===== src/rtl/alu_slice_exec_if.sv =====
// Handshake bundle for the slice-serial ALU: operand/code request
// and result response, each on its own valid/ready pair.
interface alu_slice_exec_if #(
    parameter int WIDTH = 32
);
    logic             in_valid;
    logic             in_ready;
    logic [2:0]       alu_control;
    logic [WIDTH-1:0] src_a;
    logic [WIDTH-1:0] src_b;
    logic             out_valid;
    logic             out_ready;
    logic [WIDTH-1:0] result;
    logic             zero;
    logic             illegal;

    modport master (
        output in_valid,
        input  in_ready,
        output alu_control,
        output src_a,
        output src_b,
        input  out_valid,
        output out_ready,
        input  result,
        input  zero,
        input  illegal
    );

    modport slave (
        input  in_valid,
        output in_ready,
        input  alu_control,
        input  src_a,
        input  src_b,
        output out_valid,
        input  out_ready,
        output result,
        output zero,
        output illegal
    );
endinterface


===== src/rtl/alu_slice_exec.sv =====
// Area-reduced ALU: processes SLICE bits per cycle, LSB slice first,
// with a ripple carry held between slices.
module alu_slice_exec #(
    parameter int WIDTH = 32,
    parameter int SLICE = 8
) (
    input logic             clk,
    input logic             rst_n,
    alu_slice_exec_if.slave bus
);
    localparam int NSLICE = WIDTH / SLICE;
    localparam int CW = (NSLICE > 1) ? $clog2(NSLICE) : 1;
    localparam logic [CW-1:0] LAST = CW'(NSLICE - 1);

    typedef enum logic [1:0] {
        S_IDLE,
        S_RUN,
        S_DONE
    } state_t;

    state_t           r_state;
    state_t           w_next;
    logic [WIDTH-1:0] r_a;
    logic [WIDTH-1:0] r_b;
    logic [WIDTH-1:0] r_result;
    logic [2:0]       r_code;
    logic [CW-1:0]    r_cnt;
    logic             r_carry;
    logic             r_zero;
    logic             r_illegal;

    logic             w_accept;
    logic             w_last;
    logic             w_add;
    logic             w_sub;
    logic             w_and;
    logic             w_or;
    logic             w_slt;
    logic             w_legal;
    logic             w_inv;
    logic [SLICE-1:0] w_sa;
    logic [SLICE-1:0] w_sb;
    logic [SLICE-1:0] w_sout;
    logic [SLICE:0]   w_sum;
    logic [WIDTH-1:0] w_merged;
    logic [WIDTH-1:0] w_final;
    logic             w_ovf;
    logic             w_less;

    assign w_add   = (r_code == 3'b000);
    assign w_sub   = (r_code == 3'b001);
    assign w_and   = (r_code == 3'b010);
    assign w_or    = (r_code == 3'b011);
    assign w_slt   = (r_code == 3'b101);
    assign w_legal = w_add | w_sub | w_and | w_or | w_slt;
    assign w_inv   = w_sub | w_slt;

    assign w_accept = bus.in_valid & bus.in_ready;
    assign w_last   = (r_cnt == LAST);

    assign w_sa  = r_a[int'(r_cnt)*SLICE +: SLICE];
    assign w_sb  = r_b[int'(r_cnt)*SLICE +: SLICE];
    assign w_sum = {1'b0, w_sa}
                 + {1'b0, (w_inv ? ~w_sb : w_sb)}
                 + {{SLICE{1'b0}}, r_carry};

    always_comb begin
        w_sout = '0;
        unique case (1'b1)
            w_and:               w_sout = w_sa & w_sb;
            w_or:                w_sout = w_sa | w_sb;
            w_add, w_sub, w_slt: w_sout = w_sum[SLICE-1:0];
            default:             w_sout = '0;
        endcase
    end

    // Signed compare from the top slice of a - b plus overflow correction
    assign w_ovf  = (r_a[WIDTH-1] != r_b[WIDTH-1])
                  & (w_sout[SLICE-1] != r_a[WIDTH-1]);
    assign w_less = w_sout[SLICE-1] ^ w_ovf;

    always_comb begin
        w_merged = r_result;
        w_merged[int'(r_cnt)*SLICE +: SLICE] = w_sout;
        if (!w_legal)
            w_final = '0;
        else if (w_slt)
            w_final = WIDTH'(w_less);
        else
            w_final = w_merged;
    end

    always_ff @(posedge clk or negedge rst_n) begin
        if (!rst_n)
            r_state <= S_IDLE;
        else
            r_state <= w_next;
    end

    always_comb begin
        w_next = r_state;
        unique case (r_state)
            S_IDLE:  if (w_accept)      w_next = S_RUN;
            S_RUN:   if (w_last)        w_next = S_DONE;
            S_DONE:  if (bus.out_ready) w_next = S_IDLE;
            default:                    w_next = S_IDLE;
        endcase
    end

    always_comb begin
        bus.in_ready  = 1'b0;
        bus.out_valid = 1'b0;
        unique case (r_state)
            S_IDLE:  bus.in_ready  = rst_n;
            S_DONE:  bus.out_valid = 1'b1;
            default: ;
        endcase
    end

    always_ff @(posedge clk or negedge rst_n) begin
        if (!rst_n) begin
            r_a       <= '0;
            r_b       <= '0;
            r_code    <= '0;
            r_cnt     <= '0;
            r_carry   <= 1'b0;
            r_result  <= '0;
            r_zero    <= 1'b0;
            r_illegal <= 1'b0;
        end else if (r_state == S_IDLE) begin
            if (w_accept) begin
                r_a     <= bus.src_a;
                r_b     <= bus.src_b;
                r_code  <= bus.alu_control;
                r_cnt   <= '0;
                r_carry <= (bus.alu_control == 3'b001)
                         | (bus.alu_control == 3'b101);
            end
        end else if (r_state == S_RUN) begin
            r_carry <= w_sum[SLICE];
            r_cnt   <= r_cnt + 1'b1;
            if (w_last) begin
                r_result  <= w_final;
                r_zero    <= (w_final == '0);
                r_illegal <= ~w_legal;
            end else begin
                r_result  <= w_merged;
            end
        end
    end

    assign bus.result  = r_result;
    assign bus.zero    = r_zero;
    assign bus.illegal = r_illegal;
endmodule


===== src/flat_wrapper.sv =====
// flat-port wrapper written by rule: the top's interface ports become plain ports
module alu_slice_exec_flat 
#(
    parameter int WIDTH = 32,
    parameter int SLICE = 8
)
  (clk, rst_n, bus_in_valid, bus_in_ready, bus_alu_control, bus_src_a, bus_src_b, bus_out_valid, bus_out_ready, bus_result, bus_zero, bus_illegal);
  alu_slice_exec_if #(.WIDTH(WIDTH)) bus_i ();
  input logic clk;
  input logic rst_n;
  input wire logic [$bits(bus_i.in_valid)-1:0] bus_in_valid;
  output wire logic [$bits(bus_i.in_ready)-1:0] bus_in_ready;
  input wire logic [$bits(bus_i.alu_control)-1:0] bus_alu_control;
  input wire logic [$bits(bus_i.src_a)-1:0] bus_src_a;
  input wire logic [$bits(bus_i.src_b)-1:0] bus_src_b;
  output wire logic [$bits(bus_i.out_valid)-1:0] bus_out_valid;
  input wire logic [$bits(bus_i.out_ready)-1:0] bus_out_ready;
  output wire logic [$bits(bus_i.result)-1:0] bus_result;
  output wire logic [$bits(bus_i.zero)-1:0] bus_zero;
  output wire logic [$bits(bus_i.illegal)-1:0] bus_illegal;
  assign bus_i.in_valid = bus_in_valid;
  assign bus_in_ready = bus_i.in_ready;
  assign bus_i.alu_control = bus_alu_control;
  assign bus_i.src_a = bus_src_a;
  assign bus_i.src_b = bus_src_b;
  assign bus_out_valid = bus_i.out_valid;
  assign bus_i.out_ready = bus_out_ready;
  assign bus_result = bus_i.result;
  assign bus_zero = bus_i.zero;
  assign bus_illegal = bus_i.illegal;
  alu_slice_exec #(.WIDTH(WIDTH), .SLICE(SLICE)) u_core (.clk(clk), .rst_n(rst_n), .bus(bus_i));
endmodule

===== config.mk =====
export PLATFORM = sky130hd
export DESIGN_NAME = alu_slice_exec_flat
export DESIGN_NICKNAME = d
export VERILOG_FILES = /design/src/rtl/alu_slice_exec_if.sv /design/src/rtl/alu_slice_exec.sv /design/src/flat_wrapper.sv
export SDC_FILE = /design/constraint.sdc
export NUM_CORES = 1
export LEC_CHECK = 0
export ABC_CLOCK_PERIOD_IN_PS = 3900
export CORE_ASPECT_RATIO = 0.7
export CORE_MARGIN = 2
export CORE_UTILIZATION = 47
export CTS_BUF_LIST = sky130_fd_sc_hd__clkbuf_8 sky130_fd_sc_hd__clkbuf_16
export CTS_CLUSTER_DIAMETER = 40
export DETAILED_ROUTE_END_ITERATION = 6
export MAX_ROUTING_LAYER = met4
export PLACE_DENSITY = 0.78
export SYNTH_ARGS = -nofsm -noshare
export SYNTH_HDL_FRONTEND = slang
export SYNTH_SLANG_ARGS = --single-unit

===== constraint.sdc =====
create_clock -name clk -period 3.9 [get_ports clk]
set_input_delay 0.585 -clock clk [delete_from_list [all_inputs] [get_ports clk]]
set_output_delay 0.585 -clock clk [all_outputs]
set_load 0.1 [all_outputs]

* Yosys cells after proc, flatten, opt, wreduce, memory -nomap -nowiden *
Index checks and enable logic that the tools add are counted.

storage, ports and cells
  output and inout bits = 36
  logic and storage cells = 73
  flip-flop bits (word level) = 106
  bits of input ports = 71

operators by class
  muxes and demuxes = 18
  reduce and logical (&&, ||, !) cells = 10
  bitwise gates (word level) = 14
  add/subtract/negate cells = 4
  equal/unequal tests = 14
  shift-type cells = 4

operators with widths
  kind                                                    count
  two-way mux 32 bit                                      3
  indexed part select 32 x 6 -> 8 bit                     2
  negator 5 -> 33 bit                                     1
  variable shift 8 x 33 -> 32 bit (first input constant)  1
  indexed part select 8 x 33 -> 32 bit                    1
  bitwise mux 32 bit                                      1
  zero test 32 bit                                        1
  case mux 8 bit (3 select lines)                         1
  two-way mux 2 bit                                       6
  adder 8 x 8 -> 9 bit                                    1
  adder 9 x 1 -> 9 bit                                    1
  AND 8 bit                                               1
  two-way mux 8 bit                                       1
  inverter 8 bit                                          1
  OR 8 bit                                                1
  == test 3 x 1 -> 1 bit (second input constant)          2
  == test 3 x 2 -> 1 bit (second input constant)          2
  == test 3 bit (second input constant)                   2
  OR 1 bit                                                6
  case mux 2 bit (3 select lines)                         1
  AND reduction 2 bit                                     3
  AND reduction 3 bit                                     2
  two-way mux 1 bit                                       5
  == test 2 bit (second input constant)                   2
  12 further kinds                                        16

* Logic depth before layout (Yosys ltp) *
Gate-level depths: netlist (run 1).

  word-level depth = 12
  mapped depth = 14

* Least setup slack after synthesis (run 1) *
Ideal clock, no wire load.

  kind = reg-to-reg
  start = register u_core.r_cnt[0]
  end = register u_core.r_zero, in the netlist u_core.bus.zero
  path slack = 253 ps
  stages on the path, launching flop included = 12
  arrival time = 3560 ps
  library setup time = 87 ps
  path through = dfrtp_1 mux4_1 xnor2_1 fa_1 fa_1 xnor2_1 a22o_1 a2111oi_0 o2111ai_1 a311oi_1 nand4_1 a211oi_2

between the ends
  cells in the longest elaborated chain, start to end = 12
  elaborated cells on any way between the ends = 21
  those cells by class = add/sub: 3; eq/ne: 2; shift: 4; mux: 5; bitwise: 5; reduce/logical: 2

RTL lines
  what                                                                           line                   RTL
  from (decl)                                                                    alu_slice_exec.sv:27   logic [CW-1:0] r_cnt;
  from (signal assigned)                                                         alu_slice_exec.sv:141  r_cnt <= r_cnt + 1'b1;
  parallel branches: the longest is 12 deep, another holds adder 8 x 8 -> 9 bit  n/a
  to (signal assigned)                                                           alu_slice_exec.sv:144  r_zero <= (w_final == '0);
  to (decl)                                                                      alu_slice_exec.sv:29   logic r_zero;

Several ways; the timed one is not identified.
A chain may end at the register's enable or synchronous reset.

* Final worst setup path (run 1) *
Ends and elaborated chain as after synthesis.

==> run summary, run 1 <==
Clock skew -> 0.00740 ns
Maximum capacitance violations -> 0
Die H -> 93.4 um
Critical Path Sink Type -> flop
Final Util -> 0.621
H-tree Lvls -> 3
Die ar. -> 12,300 um2
Area grow syn2layout -> 27.9%
CTS Buf Count -> 9
GP Congestion -> 0.928
GR Util All Layers -> 0.239
Final instance area -> 6860 um2
Status -> complete, no violations
Num rows -> 32
Largest net degree at the start of global routing -> 70
Placed cells -> 816
WL/cell -> 16.5 um
CTS clk-pin slew, worst paths -> 0.07 ns
CTS root buf -> clkbuf_16
Starting Density -> 0.486
Setup_tns -> 0 ns
DP Area -> 6590 um2
PostCTS Resize Cnt -> 0
Synth Register Bits -> 106
CP max stage delay -> 0.56 ns
Initial antenna violation count -> 0
Antenna cells -> 0
Slew Viols, Final -> 0
Hold WC Path Type -> primary input to asynchronous set/reset pin
Post-Syn Area per Cell -> 9.38 um2
Post-synth cell types -> 54
Worst Path Required -> 4.16 ns
Die X -> 132 um
Hpwl dp -> 10,200 um
Crit. Startpoint -> u_core.r_cnt[0]
Max_slew headroom -> 0.202
Vias in the first global route -> 4,494
Pre-Repair DR Iteration Count -> 5
CTS tree -> yes
WP data arrival -> 4.04 ns
Critical Path, Cell by Cell -> mux4_2 -> xnor2_1 -> fa_1 -> fa_1 -> xnor2_1 -> a22o_1 -> a2111oi_2 -> o2111ai_1 -> a311oi_1 -> nand4_1 -> a211oi_2
Layout Cells excl Fill -> 831
Setup CP Type -> flop to flop
Ports -> 107
Synth warnings -> 0
Synth Flop Type -> dfrtp_1
Final #Nets -> 760
Insertion delay to the later sink of the worst-skew pair -> 0.34 ns
Most frequent cells in the layout -> 234 x nand2_1, 106 x dfrtp_1, 104 x clkdlybuf4s50_1
DRC -> 0
CP Launch Type -> flop
DR vias -> 4,587
CTS Sinks -> 106
Layout cells sized above 1 -> 0.0737
R2R setup slack -> 0.12 ns
Placeable Area -> 11,100 um2
Hold violation total from the final report -> 0
Post-synth EDFFs -> 0
End of the worst register-to-register path -> u_core.bus.zero
Max Fclk -> 265 MHz
Worst R2R Start -> u_core.r_cnt[0]
WL final -> 13,700 um
Postcts setup bufs -> 0
Global route total overflow -> 0
Asr flop ratio synth -> 1.00
Antenna-violating nets left -> 0
DRT iter0 DRCs -> 326
Post-synthesis cell area -> 5370 um2
Via density per instance -> 5.52
Sequential share of the synthesized area -> 0.494
Commonest non-fill, non-tap cell in the layout -> nand2_1
CTS max path bufs -> 2
Setup-failing EPs final -> 0
Cell count of the worst reg-to-reg path -> 11
First-pass GRT wire length -> 22,700 um
Post-Synthesis Net Count -> 658
Fin crit share -> 0.969
Slowest-stage cell, CP -> mux4_2
Hold buffer count at cts -> 0
IO Port Bufs -> 106
Critical Path Fanout Max -> 4
Synthesized instance count -> 572
Final worst path period need -> 3.78 ns
RSZ-0062 raised after global routing -> no
Worst slew pin tran -> 1.19 ns
[worst max-delay path by stage]
stage | to | cells after the start
global route | u_core.bus.zero | 13
floorplan | u_core.bus.zero | 11
global placement | u_core.bus.zero | 11
detailed placement | u_core.bus.zero | 11
CTS | u_core.bus.zero | 11
finish | u_core.bus.zero | 11
[flip-flops by register name (all words and copies together), names as in the netlist]
register and cells:
u_core.r_carry 1, u_core.r_a 32, u_core.bus.illegal 1, u_core.r_b 32, u_core.bus.result 32, u_core.bus.zero 1
u_core.r_code 3, u_core.r_cnt 2, u_core.r_state 2
[logic make-up after synthesis]
logic type / count (synthesis) / share of synthesized area
simple gates: 289 / 0.222
flops: 106 / 0.494
compound gates: 89 / 0.111
buf+inv: 35 / 0.0263
fa+ha+maj: 23 / 0.0529
mux: 17 / 0.0725
xor+xnor: 13 / 0.0212
[synthesized netlist by cell type (2+ instances only)]
cell	n	area share
ha_1	13	0.030
nor3_1	7	0.0065
o21ai_1	4	0.0037
a311oi_1	2	0.0033
nor4_1	5	0.0058
buf_1	4	0.0028
nand3_1	4	0.0037
a22oi_1	4	0.0056
nor2b_1	6	0.0070
xor2_1	3	0.0049
a31oi_1	2	0.0023
nand4_1	3	0.0035
nor2_1	11	0.0077
xnor2_1	10	0.016
o31ai_1	3	0.0042
a21o_1	2	0.0028
clkbuf_1	17	0.012
a21oi_1	12	0.011
buf_2	2	0.0019
maj3_1	7	0.013
nand2_1	235	0.16
mux4_1	5	0.024
o21ai_0	33	0.031
dfrtp_1	106	0.49
fa_1	2	0.0075
nand3b_1	2	0.0028
nand2b_1	3	0.0035
mux4_2	11	0.046
inv_1	11	0.0077
o2111ai_1	2	0.0033
a22o_1	11	0.018
and2_1	3	0.0035
o22ai_1	3	0.0035
or2_2	4	0.0047
[layout make-up]
type                            count  area [um2]
Clock buffer                        9         225
Clock inverter                      6        37.5
Fill cell                         937        4190
Inverter                           11        41.3
Multi-Input combinational cell    431        2590
Sequential cell                   106        2650
Tap cell                          153         191
Timing Repair Buffer              115        1130
[worst max-delay path: cells and delay by family (launching register included)]
kind | cells | cell delay (ns)
muxes | 1 | 0.56
AOI/OAI and AO/OA | 5 | 1.31
adders and majority gates | 2 | 0.90
and+or+nand+nor | 1 | 0.18
xor gates and xnor gates | 2 | 0.38
DFF | 1 | 0.38
[per-stage QoR]
| stage | hold slack [ns] | worst slack (ns) |
|---|---|---|
| detailed placement | 0.444 | 0.0574 |
| global route | 0.0856 | 0.00681 |
| CTS | 0.0779 | 0.0302 |
| floorplan | 0.289 | 0.253 |
| global placement | 0.441 | 0.210 |
| finish | 0.0831 | 0.122 |
[metal layers]
metal  global-route usage  vias to the layer above  part of all wire  wire (um)
met4               0.0408                        0             0.010        143
met3               0.0537                       21             0.069        944
met5                    -                        -                 0          0
met2                0.372                      189              0.45       6210
li1                     -                     2154                 -          -
met1                0.330                     2223              0.47       6420
Power of run 1 is left out: the tool's default activity adds up to more than one toggle a clock period on the data nets, which glitch-free logic cannot reach.
==> inputs of run 2 (changes only) <==
ABC_CLOCK_PERIOD_IN_PS = default   (was 3900)
CTS_CLUSTER_DIAMETER = 120   (was 40)
==> results of run 2 <==
No change in the layout: final DEF, timing and power equal those of run 1.
Power of run 2 is left out for the same reason.
==> inputs of run 3 (changes only) <==
CORE_UTILIZATION = 45   (was 47)
CTS_BUF_LIST = default   (was sky130_fd_sc_hd__clkbuf_8 sky130_fd_sc_hd__clkbuf_16)
PLACE_DENSITY = 0.75   (was 0.78)
==> run 3 against run 2 <==
Worst hold slack improved by 0.085 ns. Register-to-register slack improved by 0.17 ns. Sequential share of layout area down 0.37 points. Clock skew grew 0.0022 ns. Non-clock buffer count grew 4. Die area increased by 4.3%. Count of clock-buffer cells in the layout up 1. Fmax is 4.6% higher. Global-route usage barely moved.
==> run summary, run 3 (synthesis gave the netlist of run 1 again) <==
Status -> complete, no violations
Most frequent CP cell -> xnor2_1
Setup-failing EPs final -> 0 (unchanged)
Max Fclk -> 277 MHz (+4.6%)
Setup CP Type -> flop to flop
CTS Buf Count -> 9 (unchanged)
Hold violation total from the final report -> 0 (unchanged)
Antenna-violating nets left -> 0 (unchanged)
Critical Path Sink Type -> flop
Critical Path, Cell by Cell -> mux4_2 -> xnor2_1 -> fa_2 -> fa_1 -> xnor2_1 -> a22o_1 -> a2111oi_2 -> o2111ai_1 -> a311oi_1 -> nand4_1 -> a211oi_2
Worst Path Required -> 4.17 ns (about the same)
Die ar. -> 12,800 um2 (+4.3%)
GR Util All Layers -> 0.239 (about the same)
Layout cells sized above 1 -> 0.0849 (+0.0112)
Placed cells -> 823 (+0.86%)
CTS max path bufs -> 2 (unchanged)
Layout Cells excl Fill -> 840 (+1.1%)
Final Util -> 0.593 (-0.0280)
DRT iter0 DRCs -> 375 (+15%)
Cell count of the worst reg-to-reg path -> 11 (unchanged)
Flip-flop and latch area -> 2650 um2 (unchanged)
Global route total overflow -> 0 (unchanged)
DP Area -> 6610 um2 (+0.42%)
Pre-Repair DR Iteration Count -> 5 (unchanged)
Antenna cells -> 0 (unchanged)
GP Congestion -> 0.928 (about the same)
CTS Sinks -> 106 (unchanged)
Num rows -> 33 (+3.1%)
End of the worst register-to-register path -> u_core.bus.zero
Commonest non-fill, non-tap cell in the layout -> nand2_1
Area grow syn2layout -> 29.1%
DRC -> 0 (unchanged)
RSZ-0062 raised after global routing -> no
CTS root buf -> clkbuf_16
Insertion delay to the later sink of the worst-skew pair -> 0.35 ns (about the same)
DR vias -> 4,534 (-1.2%)
Slew Viols, Final -> 0 (unchanged)
Setup_tns -> 0 ns (unchanged)
Hpwl dp -> 10,400 um (+1.4%)
Crit. Startpoint -> u_core.r_cnt[0]
Setup crit end -> u_core.bus.zero
WP data arrival -> 3.89 ns (-0.15 ns)
R2R setup slack -> 0.29 ns (+0.17 ns)
Worst slew pin tran -> 1.21 ns (+0.0127 ns)
Fin crit share -> 0.926 (-0.0428)
Initial antenna violation count -> 0 (unchanged)
Vias in the first global route -> 4,360 (-3.0%)
Layout fillers -> 1,013 (+8.1%)
WL final -> 13,900 um (+0.99%)
CTS tree -> yes
Via density per instance -> 5.40 (-2.2%)
Multi-input logic area -> 2590 um2 (about the same)
WL/cell -> 16.5 um (about the same)
Worst R2R Start -> u_core.r_cnt[0]
H-tree Lvls -> 3 (unchanged)
Placeable Area -> 11,700 um2 (+5.7%)
CTS clk-pin slew, worst paths -> 0.07 ns (about the same)
Final instance area -> 6930 um2 (+0.97%)
Die H -> 95.4 um (+2.1%)
Maximum capacitance violations -> 0 (unchanged)
Most frequent cells in the layout -> 234 x nand2_1, 106 x dfrtp_1, 104 x clkdlybuf4s50_1
Die X -> 135 um (+2.1%)
Max_slew headroom -> 0.193 (-0.00848)
Hold WC Path Type -> primary input to asynchronous set/reset pin
First-pass GRT wire length -> 22,800 um (+0.27%)
Largest net degree at the start of global routing -> 75 (+7.1%)
Clock skew -> 0.00957 ns (+0.00218 ns)
CP max stage delay -> 0.55 ns (about the same)
Final #Nets -> 764 (+0.53%)
Critical Path Fanout Max -> 3 (-1)
Ports -> 107 (unchanged)
Starting Density -> 0.459 (-0.0264)
Final worst path period need -> 3.61 ns (-0.167 ns)
Slowest-stage cell, CP -> mux4_2
CP Launch Type -> flop
IO Port Bufs -> 106 (unchanged)
==> run 3: routing by layer <==
metal | global-route usage | vias up | wire, um
met1 | 0.338 | 2190 | 6570
met4 | 0.0535 | 0 | 159
met5 | - | - | 0
met3 | 0.0516 | 15 | 978
li1 | - | 2158 | -
met2 | 0.357 | 171 | 6150
==> run 3: worst min path at each step <==
| stage | slack (ns) | start | depth (start not counted) | endpoint |
|---|---|---|---|---|
| after floorplan | 0.29 | rst_n | 0 | u_core.bus.illegal |
| after global placement | 0.45 | u_core.r_a[2] | 2 | u_core.r_a[2] |
| after detailed placement | 0.46 | u_core.r_a[10] | 2 | u_core.r_a[10] |
| after CTS | 0.17 | rst_n | 1 | u_core.r_a[31] |
| after global routing | 0.18 | rst_n | 1 | u_core.r_a[26] |
| final | 0.17 | rst_n | 1 | u_core.r_a[26] |
==> run 3: area by class of cell <==
class | instances | area share
sequential | 106 | 0.383
multi-input combinational | 431 | 0.374
timing repair buffer | 119 | 0.168
clock buffer | 10 | 0.0345
tap | 157 | 0.0283
clock inverter | 6 | 0.00704
inverter | 11 | 0.00596
==> run 3: metrics by stage <==
stage               setup slack (ns)  hold slack (ns)
floorplan                      0.253            0.289
global placement               0.175            0.451
detailed placement          -0.00488            0.460
CTS                           0.0335            0.174
global route                  0.0234            0.182
finish                         0.289            0.168
==> run 3: worst max-delay path, delay by kind of cell (launching register included) <==
family	cells	cell delay [ns]
fa+ha+maj	2	0.82
flops	1	0.40
simple gates	1	0.16
mux	1	0.55
xor+xnor	2	0.37
compound gates	5	1.24
==> run 3: timing repair <==
item                                    4_1_cts  5_1_grt
cloned                                        0        0
hold buffers                                  0        0
endpoints found under the setup margin        1        2
pin swaps                                     0        3
gates resized for setup                       1        7
hold endpoints to repair                      0        0
buffers inserted                              0        1
Power of run 3 is left out for the same reason.
